File: src/rtl/serial_sched_pkg.sv
// Shared types and helpers for the serial lane scheduler.
// The optional trailing parity bit is built only when PARITY_EN is defined.
package serial_sched_pkg;

  // Upper bound on requesters that rr_pick can scan.
  localparam int MAX_REQ = 64;

  // FSM state encoding; PAR is reachable only when the parity bit is built.
  typedef enum logic [1:0] {
    IDLE  = 2'd0,
    LOAD  = 2'd1,
    SHIFT = 2'd2,
    PAR   = 2'd3
  } state_e;

  // Pointer / select width for n requesters (at least 1 bit).
  function automatic int ptr_w(input int n);
    return (n > 1) ? $clog2(n) : 1;
  endfunction

  // Bit counter width for a w-bit frame (at least 1 bit).
  function automatic int cnt_w(input int w);
    return (w > 1) ? $clog2(w) : 1;
  endfunction

  // First set request scanning ptr, ptr+1, ... wrapping modulo n.
  // Returns ptr when nothing is requested; callers gate with any_req.
  function automatic int rr_pick(input logic [MAX_REQ-1:0] req,
                                 input int ptr,
                                 input int n);
    int  idx;
    int  pick;
    bit  found;
    pick  = ptr;
    found = 1'b0;
    for (int i = 0; i < MAX_REQ; i++) begin
      if (i < n) begin
        idx = ptr + i;
        if (idx >= n) idx = idx - n;
        if (!found && req[idx]) begin
          pick  = idx;
          found = 1'b1;
        end
      end
    end
    return pick;
  endfunction

endpackage

File: src/rtl/serial_lane_scheduler_rr_arbiter.sv
// Combinational round-robin index selection: the winner is the first active
// request at or after ptr, wrapping modulo NUM_REQ.
module rr_arbiter
  import serial_sched_pkg::*;
#(
  parameter int NUM_REQ = 8,
  parameter int PTR_W   = 3
) (
  input  logic [NUM_REQ-1:0] req,
  input  logic [PTR_W-1:0]   ptr,
  output logic [PTR_W-1:0]   sel,
  output logic               any_req
);

  logic [MAX_REQ-1:0] req_ext;

  // Widen the request vector to the scan width of rr_pick and select.
  always_comb begin
    req_ext = MAX_REQ'(req);
    any_req = |req;
    sel     = PTR_W'(rr_pick(req_ext, int'(ptr), NUM_REQ));
  end

endmodule

File: src/rtl/serial_lane_scheduler.sv
// Round-robin scheduler draining NUM_REQ word sources through one
// bit-serial lane, LSB first, with a start marker on the first bit.
// Optional feature: define PARITY_EN to append an even-parity bit per frame.
//
// Handshake: a requester holds req[i] high with data stable until grant[i]
// pulses for one cycle; the word is captured in that cycle and req may drop
// afterwards. Dropping req before the grant cancels the pick without a grant.
module serial_lane_scheduler
  import serial_sched_pkg::*;
#(
  parameter int NUM_REQ = 8,
  parameter int DATA_W  = 16
) (
  input  logic                        clk,
  input  logic                        rst,
  input  logic [NUM_REQ-1:0]          req,
  input  logic [NUM_REQ*DATA_W-1:0]   data,
  output logic [NUM_REQ-1:0]          grant,
  output logic                        ser_out,
  output logic                        ser_valid,
  output logic                        ser_start,
  output logic                        busy,
  output logic [1:0]                  dbg_state
);

  localparam int PTR_W = ptr_w(NUM_REQ);
  localparam int CNT_W = cnt_w(DATA_W);

  localparam logic [1:0] S_IDLE  = IDLE;
  localparam logic [1:0] S_LOAD  = LOAD;
  localparam logic [1:0] S_SHIFT = SHIFT;
`ifdef PARITY_EN
  localparam logic [1:0] S_PAR   = PAR;
`endif

  localparam logic [PTR_W-1:0] LAST_REQ = PTR_W'(NUM_REQ - 1);
  localparam logic [CNT_W-1:0] LAST_BIT = CNT_W'(DATA_W - 1);

  logic [1:0]        state;
  logic [PTR_W-1:0]  rr_ptr;
  logic [PTR_W-1:0]  sel;
  logic [PTR_W-1:0]  pick_sel;
  logic              any_req;
  logic [DATA_W-1:0] shreg;
  logic [CNT_W-1:0]  bit_cnt;
`ifdef PARITY_EN
  logic              par;
`endif

  rr_arbiter #(
    .NUM_REQ (NUM_REQ),
    .PTR_W   (PTR_W)
  ) u_arb (
    .req     (req),
    .ptr     (rr_ptr),
    .sel     (pick_sel),
    .any_req (any_req)
  );

  // FSM, selection latch, shift register, bit counter and parity accumulator.
  always_ff @(posedge clk) begin
    if (rst) begin
      state   <= S_IDLE;
      rr_ptr  <= '0;
      sel     <= '0;
      shreg   <= '0;
      bit_cnt <= '0;
`ifdef PARITY_EN
      par     <= 1'b0;
`endif
    end else begin
      case (state)
        S_IDLE: begin
          if (any_req) begin
            sel   <= pick_sel;
            state <= S_LOAD;
          end
        end
        S_LOAD: begin
          if (req[sel]) begin
            shreg   <= data[int'(sel)*DATA_W +: DATA_W];
            rr_ptr  <= (sel == LAST_REQ) ? '0 : sel + PTR_W'(1);
            bit_cnt <= '0;
`ifdef PARITY_EN
            par     <= 1'b0;
`endif
            state   <= S_SHIFT;
          end else begin
            state <= S_IDLE;
          end
        end
        S_SHIFT: begin
          shreg   <= shreg >> 1;
          bit_cnt <= bit_cnt + CNT_W'(1);
`ifdef PARITY_EN
          par     <= par ^ shreg[0];
          if (bit_cnt == LAST_BIT) state <= S_PAR;
`else
          if (bit_cnt == LAST_BIT) state <= S_IDLE;
`endif
        end
`ifdef PARITY_EN
        S_PAR: state <= S_IDLE;
`endif
        default: state <= S_IDLE;
      endcase
    end
  end

  // Grant is the latched selection qualified by the requester still holding
  // req; the arbitration itself never sits between req and grant.
  always_comb begin
    grant = '0;
    if (state == S_LOAD && req[sel]) grant[sel] = 1'b1;
  end

  // Lane outputs decode from state, shift register, counter and parity flop.
  always_comb begin
    ser_out   = 1'b0;
    ser_valid = 1'b0;
    ser_start = 1'b0;
    if (state == S_SHIFT) begin
      ser_out   = shreg[0];
      ser_valid = 1'b1;
      ser_start = (bit_cnt == '0);
    end
`ifdef PARITY_EN
    else if (state == S_PAR) begin
      ser_out   = par;
      ser_valid = 1'b1;
    end
`endif
  end

  // Status outputs.
  always_comb begin
    busy      = (state != S_IDLE);
    dbg_state = state;
  end

endmodule

File: config.mk
export PLATFORM = sky130hd
export DESIGN_NAME = serial_lane_scheduler
export DESIGN_NICKNAME = d
export VERILOG_FILES = /design/src/rtl/serial_sched_pkg.sv /design/src/rtl/serial_lane_scheduler_rr_arbiter.sv /design/src/rtl/serial_lane_scheduler.sv
export SDC_FILE = /design/constraint.sdc
export NUM_CORES = 1
export LEC_CHECK = 0
export ABC_AREA = 0
export BUFFER_PORTS_ARGS = -buffer_cell sky130_fd_sc_hd__clkbuf_2
export CELL_PAD_IN_SITES_DETAIL_PLACEMENT = 0
export CELL_PAD_IN_SITES_GLOBAL_PLACEMENT = 1
export CORE_MARGIN = 10
export CORE_UTILIZATION = 23
export DETAILED_ROUTE_END_ITERATION = 16
export GPL_ROUTABILITY_DRIVEN = 0
export GPL_TIMING_DRIVEN = 0
export PLACE_DENSITY_LB_ADDON = 0.1
export REMOVE_ABC_BUFFERS = 1
export SKIP_LAST_GASP = 1
export SYNTH_ARGS = -nofsm -noshare
export SYNTH_HDL_FRONTEND = slang
export SYNTH_HIERARCHICAL = 1
export SYNTH_SLANG_ARGS = --single-unit
File: constraint.sdc
create_clock -name clk -period 3 [get_ports clk]
set_input_delay 0.6 -clock clk [delete_from_list [all_inputs] [get_ports clk]]
set_output_delay 0.6 -clock clk [all_outputs]
set_load 0.01 [all_outputs]
==> results.md <==
* Starting Density at 23.23%
* Post-DP HPWL at 9.869 mm
* Vias per inst at 5.136
* Register area at 583.1 um^2
* Max_cap viols at 0
* Most frequent cells in the layout: clkbuf_2, nand2_1, mux2i_1, nor2_1, a21oi_1
* DRT Pass-1 Iters at 4
* WP data arrival at 3.04 ns
* Area occupied by multi-input gates at 0.002826 mm^2
* Slew margin rel. at a little over a quarter
* Final nets at 710
* Placed cell areas at 0.004323 mm^2
* Outcome: complete, no violations
* Fillers at 1633
* Synth Warn # at 6
* Crit path from: rr_ptr[1]$_SDFFE_PP0P_
* Worst r2r src: rr_ptr[1]$_SDFFE_PP0P_
* Most common cell after layout, fill and taps aside: clkbuf_2
* Flops & latches, synth at 28
* Final hold vios at 0
* Worst setup EP type: flop
* Worst-path clk slew at roughly 0.070 ns
* Count of different cell masters after synthesis at 59
* Compound-Gate Fraction of Synth Area at around 23%
* Hold_buf cts at 0
* Detailed Route WL at about 14 mm
* GR Overflow Total at 0
* Hold slack at around 0.50 ns
* Period utilisation layout at 96.97%
* Syn Area/Cell at slightly above 8 um^2
* Die Span X at 143.5 um
* Post-DRT Antenna Nets at 0
* Finished Cell Area at between 0.004 and 0.005 mm^2
* Vias at 3847
* Cells after Synth at ~430
* VDD IR max at around 0.26 mV
* CP Launch Type: flop
* Final setup vio count at 0
* Core ar. at 0.01509 mm^2
* TritonCTS clock tree: done
* Post-synthesis mux area share at 29.09%
* RSZ-0062 raised after global routing: no
* Number of buffers added on ports at 151
* CTS buffer count at 3
* Start point of the worst min-delay path: shreg[8]$_SDFFE_PP0P_
* Fin util at 31.20%
* Max Used Layer: met5
* Fin worst setup slack at 0.09080 ns
* Seq/Total Area, Yosys at between 10% and 20%
* Dpl ws at -0.9696 ns
* Reg2reg setup slack at 0.09 ns
* Minimum clock period at 2.909 ns
* Deepest clock path buffer count at 2
* First-pass GRT wire length at 21.74 mm
* Leak at approximately 1.9 nW
* Met3 routed WL at 928 um
* Slew Viols, Final at 0
* Crit Path Max Fanout at 11
* Wirelength per Cell at around 19 um
* Max Clk Rate at around 0.34 GHz
* Top_reg_cell synth: dfxtp_1
* Post-synthesis xor/xnor area fraction at 0.9993%
* Row count at 45
* Die area at around 0.021 mm^2
* # IOs at 152
* Layout Skew at about 0.0031 ns
* DRT met1 WL at a little under 6 mm
* ANT cells at 0
* Main combinational cell family by area after synthesis: multiplexers
* Tot GR Track Use at 13.10%
* Clk_lat worst skew at 0.27 ns
* Initial antenna violation count at 1
* P&R area growth vs syn at 34.30%
* Initial DRC Count at 181
* Post-synthesis async set-or-reset flop share at 0%
* H-tree levels at 1
* CTS sink cnt at 28
* Synth top area share at between 15 and 20%
* Largest net degree at the start of global routing at 44
* Total chip power at 0.002774 W
* DR WL met2 at 7.370 mm
* Number of synthesized flops with an enable pin at 0
* Post-synthesis adder-cell area fraction at about 3.6%
* Ranking of synthesized cells by area: dfxtp_1, mux4_2, mux2i_1, mux2_2, nand2_1
* CP Data Required Time at ~3.1 ns
* Simple-gate share of the synthesized area at 20.41%
* Share of cells above drive strength 1 at 41.53%
* Power Dens Cells at roughly 590 mW/mm^2
* Die H at 143.5 um
* Mapped Area at 0.003506 mm^2
* Vias in the first global route at about 4100
* Worst-Margin Slew at 1.082 ns
* Root buf cell: clkbuf_16
* Hold Path Class: reg2reg
* Crit Path Class: reg2reg
* DRC Markers at 0
* Synth area leader: dfxtp_1
cell families (layout without fill, tap and decap cells):
family          count (synthesis)  after routing
compound gates                114            115
buf+inv                        46            180
flops                          28             28
xor+xnor                        4              4
simple gates                  146            146
mux                            77             78
fa+ha+maj                      10             10
synth_stat cells (3+ instances only):
master    number
mux2_2        21
and2_1         6
nand3_1        8
inv_1         10
o21ai_0       17
a211oi_1       3
mux2i_1       34
a22oi_1        6
mux4_2        17
nand2b_1       9
clkbuf_1      14
o32ai_1        3
a221oi_1       8
o211ai_1       3
nor3_1        14
nor2b_1        6
nor2_1        33
a31oi_1        4
mux2_1         4
ha_1          10
nor3b_1        5
a21oi_1       31
a22o_1         6
nand2_1       42
buf_6          6
a311oi_1       3
or3_1          4
and3_1         6
o22ai_1        7
o31ai_1        6
buf_4          4
nand3b_1       5
buf_2         10
nand4_1        3
dfxtp_1       28
where the power goes:
| group | switching, W | internal (W) | total, W |
|---|---|---|---|
| sequential | 0.000166 | 0.000461 | 0.000627 |
| combinational | 0.000960 | 0.000845 | 0.00181 |
| clock | 0.000136 | 0.000205 | 0.000341 |
| total | 0.00126 | 0.00151 | 0.00277 |
critical path, stage by stage, from the launching register on:
cell	delay, ns
dfxtp_4	0.38
clkinvlp_4	0.12
ha_4	0.36
mux4_2	0.37
mux2_4	0.34
a2111oi_4	0.44
and3_4	0.26
a21oi_1	0.06
a22o_1	0.25
mux2i_1	0.13
nor2_1	0.05
sequential cells by signal, summed over array words and instances, names as in the netlist:
| register | cells |
|---|---|
| rr_ptr | 3 |
| shreg | 16 |
| bit_cnt | 4 |
| dbg_state | 2 |
| sel | 3 |
metrics by stage:
step,cells,TNS [ns]
after floorplan,391,-4.292
final,749,0
after global placement,730,-43.29
after detailed placement,731,-3.448
after CTS,738,-0.1106
after global routing,749,0
path summary, 6_finish.rpt:
check                          endpoint  depth (start not counted)
setup / recovery    sel[1]$_SDFFE_PP0P_                         10
hold reg to reg   shreg[8]$_SDFFE_PP0P_                          2
hold / removal    shreg[8]$_SDFFE_PP0P_                          2
setup reg to reg    sel[1]$_SDFFE_PP0P_                         10
what timing repair did:
| action | 4_1_cts | 5_1_grt |
|---|---|---|
| gates resized for setup | 14 | 12 |
| setup endpoints to repair | 13 | 10 |
| gates cloned | 1 | 1 |
| pin swaps | 1 | 0 |
| buffers inserted | 2 | 10 |
routing by layer:
| metal | track usage [%] | up-vias |
|---|---|---|
| met5 | 0 | - |
| met4 | 3.009 | 2 |
| met3 | 3.366 | 13 |
| met2 | 24.07 | 121 |
| met1 | 14.73 | 1806 |
| li1 | - | 1905 |
area by class of cell:
type / instances / area share, %
well taps: 188 / 4.996
inverters: 12 / 1.090
clock buffers: 4 / 1.887
repair buffers: 164 / 19.61
multi-input cells: 353 / 60.03
flip-flops and latches: 28 / 12.38
Note: power is estimated with default switching activity, not from simulation.
